==> config.mk <==
export PLATFORM = sky130hd
export DESIGN_NAME = modn_counter_chain
export DESIGN_NICKNAME = d
export VERILOG_FILES = /design/src/rtl/modn_pkg.sv /design/src/rtl/modn_digit.sv /design/src/rtl/modn_counter_chain.sv
export SDC_FILE = /design/constraint.sdc
export NUM_CORES = 1
export LEC_CHECK = 0
export CAP_MARGIN = 20
export CORE_MARGIN = 2
export CORE_UTILIZATION = 26
export CTS_CLUSTER_DIAMETER = 150
export DETAILED_ROUTE_END_ITERATION = 10
export SLEW_MARGIN = 20
export SYNTH_ARGS = -nofsm -noshare
export SYNTH_HDL_FRONTEND = slang
export SYNTH_SLANG_ARGS = --single-unit
==> constraint.sdc <==
create_clock -name clk -period 1.7 [get_ports clk]
set_input_delay 0.34 -clock clk [delete_from_list [all_inputs] [get_ports clk]]
set_output_delay 0.34 -clock clk [all_outputs]
set_load 0.01 [all_outputs]
==> src/rtl/modn_pkg.sv <==
// Shared constants and helpers for the cascaded modulo-N counter.
package modn_pkg;

  localparam int DEFAULT_MODULUS = 10;
  localparam int DEFAULT_DIGITS  = 4;

  // Bits needed to hold 0..n-1, never less than one bit.
  function automatic int clog2_min1(input int n);
    return (n <= 2) ? 1 : $clog2(n);
  endfunction

endpackage

==> src/rtl/modn_digit.sv <==
// One modulo-MODULUS digit: parallel load with clamping, single up/down step.
module modn_digit #(
  parameter int MODULUS = 10,
  parameter int DW      = 4
) (
  input  logic          clk,
  input  logic          reset_n,
  input  logic          load,
  input  logic [DW-1:0] load_digit,
  input  logic          step,
  input  logic          up_dn,
  output logic [DW-1:0] digit,
  output logic          at_max,
  output logic          at_min
);

  localparam logic [DW-1:0] MAX_VAL = DW'(MODULUS - 1);

  // Out-of-range load values saturate to the largest legal digit.
  function automatic logic [DW-1:0] clamp_digit(input logic [DW-1:0] v);
    return (v > MAX_VAL) ? MAX_VAL : v;
  endfunction

  assign at_max = (digit == MAX_VAL);
  assign at_min = (digit == '0);

  // Digit register: load wins over step; step wraps within 0..MODULUS-1.
  always_ff @(posedge clk or negedge reset_n) begin
    if (!reset_n) begin
      digit <= '0;
    end else if (load) begin
      digit <= clamp_digit(load_digit);
    end else if (step) begin
      if (up_dn) digit <= at_max ? '0 : digit + 1'b1;
      else       digit <= at_min ? MAX_VAL : digit - 1'b1;
    end
  end

endmodule

==> src/rtl/modn_counter_chain.sv <==
// Cascaded modulo-N up/down counter with load, saturate mode, tc and wrap pulse.
module modn_counter_chain
  import modn_pkg::*;
#(
  parameter int DIGITS   = DEFAULT_DIGITS,
  parameter int MODULUS  = DEFAULT_MODULUS,
  parameter int SATURATE = 0
) (
  input  logic                                         clk,
  input  logic                                         reset_n,
  input  logic                                         en,
  input  logic                                         up_dn,
  input  logic                                         load,
  input  logic [DIGITS*modn_pkg::clog2_min1(MODULUS)-1:0] load_val,
  output logic [DIGITS*modn_pkg::clog2_min1(MODULUS)-1:0] count,
  output logic                                         tc,
  output logic                                         wrap
);

  localparam int DW  = clog2_min1(MODULUS);
  localparam bit SAT = (SATURATE != 0);

  // pre_max[i] / pre_min[i]: every digit below i sits at its extreme.
  logic [DIGITS:0]   pre_max;
  logic [DIGITS:0]   pre_min;
  logic [DIGITS-1:0] at_max;
  logic [DIGITS-1:0] at_min;
  logic [DIGITS-1:0] step;
  logic              hold;

  assign pre_max[0] = 1'b1;
  assign pre_min[0] = 1'b1;

  for (genvar i = 0; i < DIGITS; i++) begin : g_digit
    assign pre_max[i+1] = pre_max[i] & at_max[i];
    assign pre_min[i+1] = pre_min[i] & at_min[i];
    assign step[i]      = en & ~hold & (up_dn ? pre_max[i] : pre_min[i]);

    modn_digit #(
      .MODULUS (MODULUS),
      .DW      (DW)
    ) u_digit (
      .clk        (clk),
      .reset_n    (reset_n),
      .load       (load),
      .load_digit (load_val[i*DW +: DW]),
      .step       (step[i]),
      .up_dn      (up_dn),
      .digit      (count[i*DW +: DW]),
      .at_max     (at_max[i]),
      .at_min     (at_min[i])
    );
  end

  // tc flags that the coming edge would cross the extreme in the current direction.
  assign tc   = en & (up_dn ? pre_max[DIGITS] : pre_min[DIGITS]);
  // In saturate mode the whole chain freezes at the extreme instead of wrapping.
  assign hold = SAT & tc;

  // Wrap pulse: one cycle after an enabled edge that rolled over the extreme.
  always_ff @(posedge clk or negedge reset_n) begin
    if (!reset_n) wrap <= 1'b0;
    else          wrap <= ~load & tc & ~SAT;
  end

endmodule

# Yosys cells after proc, flatten, opt, wreduce, memory -nomap -nowiden

Index checks and enable logic that the tools add are counted.

Equal/unequal tests: 4
$add $sub $neg: 8
$lt $le $gt $ge: 4
Bitwise logic cells: 12
Reductions and logical operators: 8
Multiplexer cells: 28

Operators with widths:

| operator                                                            | number |
|---|---|
| 4-bit 2-to-1 mux                                                    | 24 |
| 4-bit by 1-bit adder with 4-bit output (second input constant)      | 4 |
| 4-bit equality test (second input constant)                         | 4 |
| 4-bit greater-than comparator (second input constant)               | 4 |
| 4-bit zero test                                                     | 4 |
| 4-bit by 1-bit subtractor with 4-bit output (second input constant) | 4 |
| 1-bit AND                                                           | 11 |
| 2-bit nonzero test                                                  | 4 |
| 1-bit 2-to-1 mux                                                    | 4 |
| 1-bit inverter                                                      | 1 |

Bits of input ports: 21
Word-level logic and storage cells: 69
Flip-flop bits (word level): 17
Output and inout port bits: 18

# Logic depth before layout (Yosys ltp)

Depth after elaboration: 7
Mapped depth: 7

# Cells and area by module

A second synthesis with hierarchy kept.

Cells, all modules: 198
Area total of the unflattened synthesis: 1741.7 um^2

By module, submodules not included:

| module             | times used | area an instance (um^2) | cells an instance | seq. area each (um^2) |
|---|---|---|---|---|
| modn_digit         | 4          | 397.9                   | 45                | 100.1 |
| modn_counter_chain | 1          | 150.1                   | 18                | 25.0 |

# Least setup slack after synthesis

No wires, ideal clock.

Kind: flip-flop to output port
Start point: register g_digit[2].u_digit.digit[3]
End point: output port tc
Stages on the path, launching flop included: 5
Data arrival time: 1547 ps
Slack: -187 ps
Cell sequence: dfrtp_1 > buf_6 > or3_4 > a211oi_4 > and3_1

Cells in the longest elaborated chain, start to end: 5
Elaborated cells between the ends (all ways): 8
Those cells by class: eq/ne: 1; mux: 1; bitwise: 5; reduce/logical: 1

Ends and longest elaborated chain:

| what                                                   | RTL line                                           | text |
|---|---|---|
| start: declaration                                     | modn_digit.sv:12                                   | `output logic [DW-1:0] digit,` |
| start signal: assignment                               | modn_digit.sv:32                                   | `digit <= clamp_digit(load_digit);` |
| start signal: assignment                               | modn_digit.sv:34                                   | `if (up_dn) digit <= at_max ? '0 : digit + 1'b1;` |
| start signal: assignment                               | modn_digit.sv:35                                   | `else digit <= at_min ? MAX_VAL : digit - 1'b1;` |
| 4-bit equality test or 4-bit zero test (tied branches) | modn_digit.sv:24, modn_digit.sv:25                 |  |
| 1-bit AND, on equally long branches (2 in series)      | modn_counter_chain.sv:35, modn_counter_chain.sv:36 |  |
| 1-bit 2-to-1 mux (*)                                   | modn_counter_chain.sv:56                           | `assign tc = en & (up_dn ? pre_max[DIGITS] : pre_min[DIGITS]);` |
| 1-bit AND (*)                                          | modn_counter_chain.sv:56                           |  |
| end: declaration                                       | modn_counter_chain.sv:16                           | `output logic tc,` |

Every way passes the cells marked *; elsewhere a longest branch is shown, timed or not.

# Final worst setup path

Same ends and word-level chain as after synthesis.

==> flow_summary_export.csv <==
group,metric,value,unit
clock_tree,cts_max_level,1,
placement,routabilityCongestion,0.821,
pwr,p_clk_share,22.1,%
clock_tree,clock_sinks,17,
grt,grt_pass1_wl,6760,um
synth,syn_avg_cell_area,8.19,um2
detailed_routing,drcViolationCount,0,
synth,syn-num-nets,210,
run_status,status,"complete, but fails checks",
sta,period_share,115,%
clock_tree,holdBufCountCts,0,
detailed_routing,dr.pass1.iters,4,
synth,yosys.area_share.simple,24.9,%
floorplan,start_util,26.5,%
detailed_routing,vias_per_cell,4.98,
sta,fin_skew,7.51,ps
synth,synth_area_leaders,"dfrtp_1 (27%), o21ai_0 (6.1%), mux2i_1 (5.8%)",
grt,grt_usage,13.1,%
grt,grt_max_degree,18,
synth,synth_top_area_share,27.5,%
floorplan,die-area,0.00659,mm2
synth,ys.flop_type,"dfrtp_1",
setup_path,cp-end-kind,"primary output",
synth,syn_area,0.00155,mm2
pwr,power,0.00143,W
sta,setup_tns,-258,ps
clock_tree,cts-root-buf,"clkbuf_8",
floorplan,dieHeight,81.2,um
sta,finalSetupViolCount,1,
pwr,combPwrFrac,44.4,%
finish,syn_to_final_growth,49.8,%
synth,synth.area.mux_share,5.82,%
sta,tightest_slew,312,ps
finish,nFillCells,613,
synth,syn_inst,189,
detailed_routing,avgRoutedWirePerCell,12.7,um
pwr,ir_drop,0.248,mV
sta,slew_viol_final,0,
finish,multiInputGateArea,0.00105,mm2
finish,nets,275,
finish,drive_above_1_share,24.9,%
setup_path,reg2reg_slack,50,ps
setup_path,crit_type,"reg -> out",
floorplan,core_area,0.00585,mm2
synth,synthAdderAreaFrac,0,%
run_status,failed_checks,"setup timing",
pwr,switching_power,0.000500,W
setup_path,start_kind,"flip-flop",
sta,min_period,1960,ps
synth,synth_edf_count,0,
synth,synth_compound_area_share,29.6,%
detailed_routing,vias,1633,
synth,synth-xor-area-share,5.09,%
pwr,intPower,0.000934,W
grt,grt_pass1_vias,1439,
sta,setup_ws,-258,ps
sta,hold_ws,403,ps
sta,max_slew_margin,79.0,%
synth,ys_seq_area_share,27.5,%
worst_hold_path,holdCritPathClass,"in -> async",
flow_run,cap_violations,0,
synth,yosys_warnings,0,
placement,hpwl,3160,um
clock_tree,path_clk_slew,80,ps
clock_tree,clock_latency,260,ps
synth,synthArstFlopShare,100,%
grt,antenna_found_initial,0,
detailed_routing,drt_iter0_drc,60,
setup_path,arrival,1620,ps
placement,dpl-instance-area,0.00222,mm2
synth,netlist.top_cell.by_area,"dfrtp_1",
pwr,p_per_area,618,mW/mm2
finish,n_antenna_cell,0,
floorplan,fp-row-count,28,
floorplan,fp.dieW,81.2,um
detailed_routing,finalWirelength,4170,um
pwr,p_leak,1.02,nW
setup_path,critPathRequiredTime,1360,ps
clock_tree,cts_buffers,3,
sta,grt_setup_unrepaired,"true",
finish,final_util,39.6,%
synth,synth_top_family_by_area,"compound AO/OA/AOI/OAI gates",
sta,hold_viol,0,
grt,grt.overflow.total,0,
sta,max_freq,0.511,GHz
clock_tree,cts_buffer_depth,2,
placement,io_buffers,38,
finish,regArea,427,um2
pwr,netSwitchingFraction,34.9,%
clock_tree,cts_tree,"yes",
setup_path,path_max_fanout,2,
detailed_routing,final_antenna_net_count,0,
synth,ys_seq_elements,17,
synth,synth.distinct_cells,53,
synth,ys_top_cells_by_count,"o21ai_0 (19), dfrtp_1 (17), nand2_1 (13)",
floorplan,pin_count,39,
synth,yosys.cell_count.top_type,"o21ai_0",
pwr,power_frac_seq,33.6,%
finish,final_cell_area,0.00232,mm2
[critical path, cell delays in order, from the launching register on]
cell and delay, ps:
dfrtp_1 400, or3_4 410, a211oi_4 240, and3_4 220, buf_6 90
[worst paths after layout]
path	depth (start not counted)	start	to
min in group clk	4	en	g_digit[0].u_digit.digit[0]
worst min register to register	3	g_digit[2].u_digit.digit[2]	g_digit[2].u_digit.digit[2]
worst max-delay path	4	g_digit[2].u_digit.digit[3]	tc
worst max register to register	5	g_digit[2].u_digit.digit[3]	g_digit[3].u_digit.digit[2]
max in group asynchronous	2	reset_n	g_digit[0].u_digit.digit[0]
worst min-delay path	2	reset_n	g_digit[3].u_digit.digit[1]
[power by group through the flow]
stage	Sequential [W]	Clock [W]	Combinational [W]
2_1_floorplan	0.000509	0	0.000333
5_1_grt	0.000488	0.000342	0.000699
4_1_cts	0.000479	0.000330	0.000637
3_5_place_dp	0.000485	0	0.000639
3_3_place_gp	0.000484	0	0.000635
6_report	0.000481	0.000316	0.000636
[through the flow]
| stage | setup WS (ps) | std cells |
|---|---|---|
| 3_3_place_gp | -1020 | 322 |
| 5_1_grt | -307 | 328 |
| 3_5_place_dp | -1050 | 322 |
| 6_report | -258 | 328 |
| 2_1_floorplan | -159 | 189 |
| 4_1_cts | -320 | 327 |
[final cells by class]
class,count,share of cell area [%]
sequential,17,18.4
multi-input combinational,151,45.2
timing repair buffer,78,29.8
clock buffer,3,1.78
inverter,3,0.486
tap,75,4.05
clock inverter,1,0.216
[layer usage]
| layer | share of wire, % | track usage, % | vias up |
|---|---|---|---|
| met5 | 0 | 0 | - |
| met4 | 0.69 | 3.90 | 0 |
| met3 | 4.6 | 2.33 | 4 |
| met2 | 45 | 20.4 | 37 |
| met1 | 49 | 18.4 | 769 |
| li1 | - | - | 823 |
[flip-flops by register name, summed over array words and instances (netlist names)]
name / flops
wrap: 1
g_digit.u_digit.digit: 16
[what timing repair did]
action	CTS	global route
pin swaps	4	4
setup buffers	1	1
endpoints found under the setup margin	22	14
resized for setup	19	14
[layout by cell type (no fill, tap or decap), types with 3 or more instances in the layout]
master	n
buf_4	39
clkdlybuf4s50_1	21
o21ai_0	19
dfrtp_1	16
nand2_1	13
o21ai_1	11
nor2_1	9
mux2i_1	8
a21oi_1	8
dlymetal6s2s_1	8
nand3_1	7
xnor2_1	7
dlygate4sd2_1	7
o21a_1	5
and2_1	4
nand3b_1	4
nor3_1	3
nor2b_1	3
nand2b_1	3
clkbuf_8	3
[logic make-up after synthesis]
kind of cell	after synthesis
AOI/OAI and AO/OA	69
and+or+nand+nor	64
buffers and inverters	21
DFF	17
xor gates and xnor gates	9
muxes	9
No activity file was read; power rests on OpenSTA's default activity.
